==> src/rtl/cory_rr_arb.sv <==
// cory_rr_arb: M-to-1 round-robin arbiter with one registered output stage.
//
// M valid/ready requesters share a single downstream slot. The winner is
// chosen combinationally from a rotating priority pointer. Its data and index
// move into a one-deep output register with valid/ready handshaking.
//
// Ports:
//   clk        rising-edge clock
//   reset_n    asynchronous active-low reset (assert async, release sync)
//   i_a_valid  [M]    request valid per requester
//   i_a_data   [M*N]  request data, requester k at [k*N +: N]
//   o_a_ready  [M]    one-hot (or zero) accept, combinational
//   o_z_valid         registered output valid
//   o_z_data   [N]    registered data of the winner
//   o_z_id     [W]    registered index of the winner
//   i_z_ready         downstream accepts the output item
module cory_rr_arb #(
  parameter int N = 8,
  parameter int M = 4,
  parameter int W = 2
) (
  input  logic           clk,
  input  logic           reset_n,
  input  logic [M-1:0]   i_a_valid,
  input  logic [M*N-1:0] i_a_data,
  output logic [M-1:0]   o_a_ready,
  output logic           o_z_valid,
  output logic [N-1:0]   o_z_data,
  output logic [W-1:0]   o_z_id,
  input  logic           i_z_ready
);

  logic [W-1:0]   ptr;
  logic           vld_p1;
  logic [N-1:0]   data_p1;
  logic [W-1:0]   id_p1;

  logic           load;
  logic           any_valid;
  logic [W-1:0]   grant_id;
  logic [W-1:0]   ptr_nxt;
  logic [M-1:0]   vld_sh;
  logic [M*N-1:0] data_sh;
  logic [N-1:0]   grant_data;

  // ---- stage p0: combinational round-robin arbitration ----
  // First pass finds the lowest valid index overall (the wrapped region).
  // Second pass overrides it with the lowest valid index at or above ptr,
  // which is exactly the search order ptr..M-1, 0..ptr-1.
  always_comb begin
    any_valid = 1'b0;
    grant_id  = '0;
    vld_sh    = '0;
    for (int k = M - 1; k >= 0; k--) begin
      vld_sh = i_a_valid >> k;
      if (vld_sh[0]) begin
        any_valid = 1'b1;
        grant_id  = W'(k);
      end
    end
    for (int k = M - 1; k >= 0; k--) begin
      vld_sh = i_a_valid >> k;
      if (vld_sh[0] && (k >= int'(ptr))) begin
        grant_id = W'(k);
      end
    end
  end

  always_comb begin
    data_sh    = i_a_data >> (int'(grant_id) * N);
    grant_data = data_sh[N-1:0];
  end

  // Pointer moves past the winner, wrapping at M-1 (M need not be 2**W).
  always_comb begin
    if (int'(grant_id) == M - 1) begin
      ptr_nxt = '0;
    end else begin
      ptr_nxt = grant_id + W'(1);
    end
  end

  // Held in reset: no requester may see an accept.
  assign load      = reset_n && (!vld_p1 || i_z_ready);
  assign o_a_ready = (load && any_valid) ? (M'(1) << grant_id) : '0;

  // ---- stage p1: output register ----
  always_ff @(posedge clk or negedge reset_n) begin
    if (!reset_n) begin
      vld_p1  <= 1'b0;
      data_p1 <= '0;
      id_p1   <= '0;
      ptr     <= '0;
    end else if (load) begin
      vld_p1 <= any_valid;
      if (any_valid) begin
        data_p1 <= grant_data;
        id_p1   <= grant_id;
        ptr     <= ptr_nxt;
      end
    end
  end

  assign o_z_valid = vld_p1;
  assign o_z_data  = data_p1;
  assign o_z_id    = id_p1;

endmodule

==> config.mk <==
export PLATFORM = sky130hd
export DESIGN_NAME = cory_rr_arb
export DESIGN_NICKNAME = d
export VERILOG_FILES = /design/src/rtl/cory_rr_arb.sv
export SDC_FILE = /design/constraint.sdc
export NUM_CORES = 1
export LEC_CHECK = 0
export BUFFER_PORTS_ARGS = -buffer_cell sky130_fd_sc_hd__buf_2
export CORE_ASPECT_RATIO = 0.75
export CORE_MARGIN = 1.5
export CORE_UTILIZATION = 35
export CTS_CLUSTER_SIZE = 28
export DETAILED_ROUTE_END_ITERATION = 12
export PLACE_DENSITY = 0.7
export SYNTH_ARGS = -nofsm -noshare
export SYNTH_HDL_FRONTEND = slang
export SYNTH_SLANG_ARGS = --single-unit
==> constraint.sdc <==
create_clock -name clk -period 1.6 [get_ports clk]
set_input_delay 0.08 -clock clk [delete_from_list [all_inputs] [get_ports clk]]
set_output_delay 0.08 -clock clk [all_outputs]
set_load 0.02 [all_outputs]
==> Yosys cells after proc, flatten, opt, wreduce, memory -nomap -nowiden <==
Cells that the tools add are included.
{ "op_classes": {"n_addsub": 1, "order_cmp": 3, "n_eq_ne": 1, "n_shift": 2, "mux": 13, "reduce_logical": 8} }
{ "op_table": {"columns": ["operator", "count"], "rows": [
  ["32-bit by 5-bit right shift with 8-bit output", 1],
  ["2-bit 2-to-1 mux", 8],
  ["1-bit logical AND", 5],
  ["1-bit by 2-bit greater-or-equal comparator with 1-bit output (first input constant)", 2],
  ["1-bit 2-to-1 mux", 4],
  ["4-bit 2-to-1 mux", 1],
  ["1-bit by 2-bit left shift with 4-bit output (first input constant)", 1],
  ["2-bit by 1-bit adder with 2-bit output (second input constant)", 1],
  ["2-bit by 1-bit equality test with 1-bit output (second input constant)", 1],
  ["2-bit greater-or-equal comparator (first input constant)", 1],
  ["2-bit AND reduction", 1],
  ["1-bit zero test", 1],
  ["1-bit logical OR", 1]
]} }
{ "word_totals": {"regBits": 13, "in_bits": 39, "output_inout_bits": 15, "wordCells": 32} }

==> Longest topological paths before layout <==
{ "depth": {"depth_word": 9, "ltp_mapped": 9, "ltp_nobuf": 7} }

==> Worst setup path before layout <==
OpenSTA, ideal clock, no wires.
{ "synth_path": {"kind": "register to register", "startpoint": "reg ptr[1]", "endpoint": "reg ptr[1]", "setup_ns": 0.117, "arrival_ns": 1.526, "t_required_ns": 1.483, "path_slack_ns": -0.043, "path_stages_with_launch": 10, "n_path_buf": 2, "synth_period_minus_slack_ns": 1.643, "path_cell_list": "dfrtp_1 -> nand2b_1 -> a21oi_1 -> a211o_1 -> buf_6 -> buf_12 -> inv_1 -> ha_1 -> nand2_1 -> nand2_1"} }
{ "synth_via": {"elab_chain_cells": 7, "word_cells_on_any_way": 12, "cone_classes": "add/sub: 1; order compare: 3; eq/ne: 1; mux: 4; reduce/logical: 3"} }
{ "synth_lines": {"columns": ["element", "line_no", "source"], "rows": [
  ["start, declared", "33", "logic [W-1:0] ptr;"],
  ["start signal, assigned", "99", "ptr <= ptr_nxt;"],
  ["2-bit greater-or-equal comparator", "63", "if (vld_sh[0] && (k >= int'(ptr))) begin"],
  ["1-bit logical AND", "63", null],
  ["2-bit 2-to-1 mux (2 in series)", "63", null],
  ["2-bit 2-to-1 mux (*)", "63", null],
  ["via grant_id[0]", "40", "logic [W-1:0] grant_id;"],
  ["2-bit by 1-bit adder with 2-bit output or 2-bit by 1-bit equality test with 1-bit output (tied branches)", "79, 76", null],
  ["2-bit 2-to-1 mux (*)", "76", "if (int'(grant_id) == M - 1) begin"],
  ["via ptr_nxt[1]", "41", "logic [W-1:0] ptr_nxt;"]
]} }
The timed path passes the listed nets; every way through them passes the cells marked *.
A chain may end at the register's enable or synchronous reset.

==> Worst setup path after layout <==
{ "layout_path": {"startpoint": "reg ptr[1]", "endpoint": "out o_a_ready[2]"} }
{ "layout_via": {"elab_chain_cells": 7, "word_cells_on_any_way": 11, "cone_classes": "order compare: 3; shift: 1; mux: 4; reduce/logical: 3"} }
{ "layout_lines": {"columns": ["element", "line_no", "source"], "rows": [
  ["2-bit greater-or-equal comparator", "63", null],
  ["1-bit logical AND", "63", null],
  ["2-bit 2-to-1 mux (2 in series)", "63", null],
  ["2-bit 2-to-1 mux (*)", "63", null],
  ["via grant_id[1]", "40", null],
  ["1-bit by 2-bit left shift with 4-bit output (*)", "85", "assign o_a_ready = (load && any_valid) ? (M'(1) << grant_id) : '0;"],
  ["4-bit 2-to-1 mux (*)", "85", null],
  ["end, declared", "26", "output logic [M-1:0] o_a_ready,"]
]} }
Marks and branches as above.

==> out/results.tsv <==
stage	metric	value	unit
drt	via count	931	
synthesis	dominant synthesized flop cell	dfrtp_1	
synthesis	dominant cell type by area after synthesis	dfrtp_1	
pwr	PD cells	1390	nW/um^2
pwr	Clock Power Share	0.105	
cts	H-Tree Depth	1	
sta	Final min period	1.85	ns
setup_path	critical path class	flip-flop to output pin	
layout	fin nets	200	
floorplan	Starting Density	0.369	
pwr	leakage	0.000753	uW
setup_path	Worst Path Buf+Inv	2	
setup_path	cell mode on critical path	buf_6	
cts	Root Driver	clkbuf_4	
synthesis	Synth cell types	20	
setup_path	CP Max Fanout	5	
setup_path	CP max stage cell	dfrtp_2	
drt	drt initial violations	19	
setup_path	r2r setup slk	-0.14	ns
sta	FMAX	540	MHz
sta	Hold Vio Cnt, Final	0	
sta	Slew HR	0.771	
drt	detailed-route DRC error count	0	
cts	CTS Buf Count	3	
flow_run	Max-Cap Viols	0	
cts	CTS tree	yes	
sta	RSZ-0062 raised after global routing	yes	
floorplan	die width	60.0	microns
place	post-DP HPWL	1740	microns
pwr	Psw	805	uW
layout	area delta synth->final	67.8	%
synthesis	register area share after synthesis	0.382	
floorplan	area of the die	2740	sq um
synthesis	Cell Area, Synth	852	sq um
setup_path	CP Capture Point	o_a_ready[2]	
layout	utilization after layout	0.620	
synthesis	most frequent cell after synthesis	nand2_1	
global_routing	largest net degree at the start of global routing	14	
synthesis	Synth top cells by count	19 x nand2_1, 17 x mux2i_1, 13 x dfrtp_1	
sta	WHS	0.0954	ns
drt	drt total wl	2630	microns
setup_path	WP data arrival	1.77	ns
run_status	failing checks	negative setup slack	
synthesis	Syn Inst Count	87	
cts	clock latency on the worst-skew pair	0.28	ns
synthesis	Synth area leaders	dfrtp_1 38%, mux2i_1 20%, nand2_1 8.4%	
drt	ANT nets after route	0	
global_routing	antenna violations before repair	0	
synthesis	total number of yosys warnings	0	
cts	Longest Clk Path Bufs	2	
setup_path	CP top delay family	flip-flops	
setup_path	FF-to-FF End	ptr[0]	
setup_path	Reg2Reg Depth	9	
floorplan	I/O pins	54	
synthesis	Post-Syn Nets	130	
sta	worst slew pin tran	0.343	ns
floorplan	Cell Rows	15	
global_routing	grt ovf	0	
global_routing	vias in the first global route	941	
global_routing	Total Routing Usage GR	0.216	
setup_path	FF-to-FF Start	ptr[0]	
layout	layout filler cell count	211	
layout	diodes inserted	0	
setup_path	crit path from	ptr[1]	
sta	Slew Viols, Final	0	
sta	clock skew	0.00575	ns
drt	wire per inst	13.8	microns
pwr	internal power	1180	uW
setup_path	critical path launch point type	flip-flop	
run_status	outcome	finished, violations left	
sta	Final Setup Violations	13	
setup_path	CP Capture Type	output pin	
pwr	Peak supply drop	0.000588	V
drt	drt pass-1 iters	4	
pwr	switch share	0.405	
place	Buffers on Ports	53	
pwr	Seq pwr share	0.274	
place	GP Congestion	0.797	
cts	clk sinks	13	
floorplan	Die Ht	45.7	microns
global_routing	first-pass GRT wire length	4260	microns
setup_path	number of cells on the critical path	6	
drt	Vias per Instance	4.90	
layout	share of cells above drive strength 1	0.564	
cts	Clock Pin Slew Worst Setup and Hold Paths	0.08	ns
setup_path	CP Cell Sequence	buf_6, a211o_2, o21a_4, ha_2, and2_1, buf_6	
floorplan	area of the core	2310	sq um
sta	slack of the critical path	-0.250	ns
synthesis	Syn Area/Cell	9.79	sq um
synthesis	synthesis-stage register bit count	13	
pwr	Gate power share	0.620	
synthesis	EDFF count, synth	0	
synthesis	top-area cell type share of the netlist area	0.382	
setup_path	worst path required time	1.52	ns
worst_hold_path	Hold WC Path Type	input port to flip-flop	
synthesis	asr flop ratio synth	1.00	
sta	Period Utilization, post-route	1.16	
setup_path	CP max stage delay	0.46	ns
==> worst min path at each step <==
stage / from / end / depth (start not counted)
after floorplan: reset_n / o_z_data[0] / 0
after global placement: reset_n / o_z_valid / 2
after detailed placement: reset_n / o_z_data[1] / 2
after CTS: i_a_data[14] / o_z_data[6] / 3
after global routing: i_a_data[28] / o_z_data[4] / 3
final: i_a_data[14] / o_z_data[6] / 3
==> power groups by stage <==
| stage | logic (uW) | clock network [uW] | registers, uW |
|---|---|---|---|
| 3_3_place_gp | 849 | 0 | 542 |
| 2_1_floorplan | 471 | 0 | 677 |
| 3_5_place_dp | 866 | 0 | 544 |
| 5_1_grt | 1340 | 241 | 563 |
| 4_1_cts | 1220 | 210 | 544 |
| 6_report | 1230 | 209 | 546 |
==> registers in the layout, summed over array words and instances, names as in the netlist <==
signal     cells
o_z_data       8
ptr            2
o_z_id         2
o_z_valid      1
==> per-layer routing <==
| layer | vias to the layer above | part of all wire | global-route usage |
|---|---|---|---|
| met1 | 423 | 0.42 | 0.253 |
| met5 | - | 0 | 0 |
| met2 | 50 | 0.47 | 0.365 |
| met4 | 0 | 0.022 | 0.0889 |
| met3 | 6 | 0.089 | 0.0710 |
| li1 | 452 | - | - |
==> stage by stage <==
| stage | TNS [ns] | power, uW | worst slack, ns | instance area (sq um) | cells |
|---|---|---|---|---|---|
| floorplan | 0 | 1150 | 0.00645 | 855 | 87 |
| global placement | -0.252 | 1390 | -0.0516 | 1160 | 176 |
| detailed placement | -0.613 | 1410 | -0.0948 | 1160 | 176 |
| CTS | -1.38 | 1970 | -0.221 | 1430 | 190 |
| global route | -3.17 | 2150 | -0.349 | 1430 | 190 |
| finish | -1.89 | 1990 | -0.250 | 1430 | 190 |
==> worst register-to-register path, delay by kind of cell, from the launching register on <==
kind / cells / cell delay, ns
flops: 1 / 0.42
compound gates: 2 / 0.35
buf+inv: 6 / 0.69
mux: 1 / 0.19
==> layout make-up <==
| type | instances | area [sq um] | area share |
|---|---|---|---|
| multi-input combinational | 68 | 563 | 0.394 |
| timing repair buffer | 68 | 455 | 0.318 |
| sequential | 13 | 327 | 0.228 |
| tap | 34 | 42.5 | 0.0297 |
| clock buffer | 4 | 26.3 | 0.0184 |
| inverter | 3 | 16.3 | 0.0114 |
==> placed cells by master (no fill, tap or decap) <==
master | netlist | final
nand2_2 | 0 | 1
dfrtp_1 | 13 | 12
and2_4 | 0 | 3
dlygate4sd3_1 | 0 | 1
o221ai_1 | 8 | 8
ha_4 | 0 | 3
nand2_1 | 19 | 18
nor3b_2 | 0 | 1
clkbuf_4 | 0 | 3
buf_2 | 0 | 49
nand2b_4 | 0 | 1
nor4_1 | 1 | 1
clkbuf_1 | 1 | 1
a211o_4 | 0 | 1
mux2i_1 | 17 | 17
o21ai_0 | 2 | 2
buf_4 | 0 | 7
nor2_1 | 4 | 4
ha_2 | 0 | 1
inv_4 | 0 | 2
nand2b_1 | 2 | 1
buf_16 | 0 | 1
a211o_2 | 1 | 1
a21oi_1 | 2 | 1
buf_6 | 1 | 8
buf_8 | 0 | 2
o21a_4 | 0 | 1
dfrtp_2 | 0 | 1
a21oi_2 | 0 | 1
inv_1 | 3 | 1
or2_2 | 1 | 1
and2_1 | 4 | 1
==> timing repair <==
item,4_1_cts,5_1_grt
endpoints found under the hold margin,13,0
cloned,1,0
setup endpoints to repair,12,14
resized for setup,36,0
pin swaps,9,0
hold buffers,1,0
setup buffers,8,0
==> kinds of logic after synthesis <==
| group | count (synthesis) | synth area share |
|---|---|---|
| buffers and inverters | 6 | 0.0543 |
| adders and majority gates | 4 | 0.0587 |
| and+or+nand+nor | 32 | 0.169 |
| muxes | 17 | 0.200 |
| AOI/OAI and AO/OA | 15 | 0.137 |
| DFF | 13 | 0.382 |
Power figures use the tool's default switching activity.
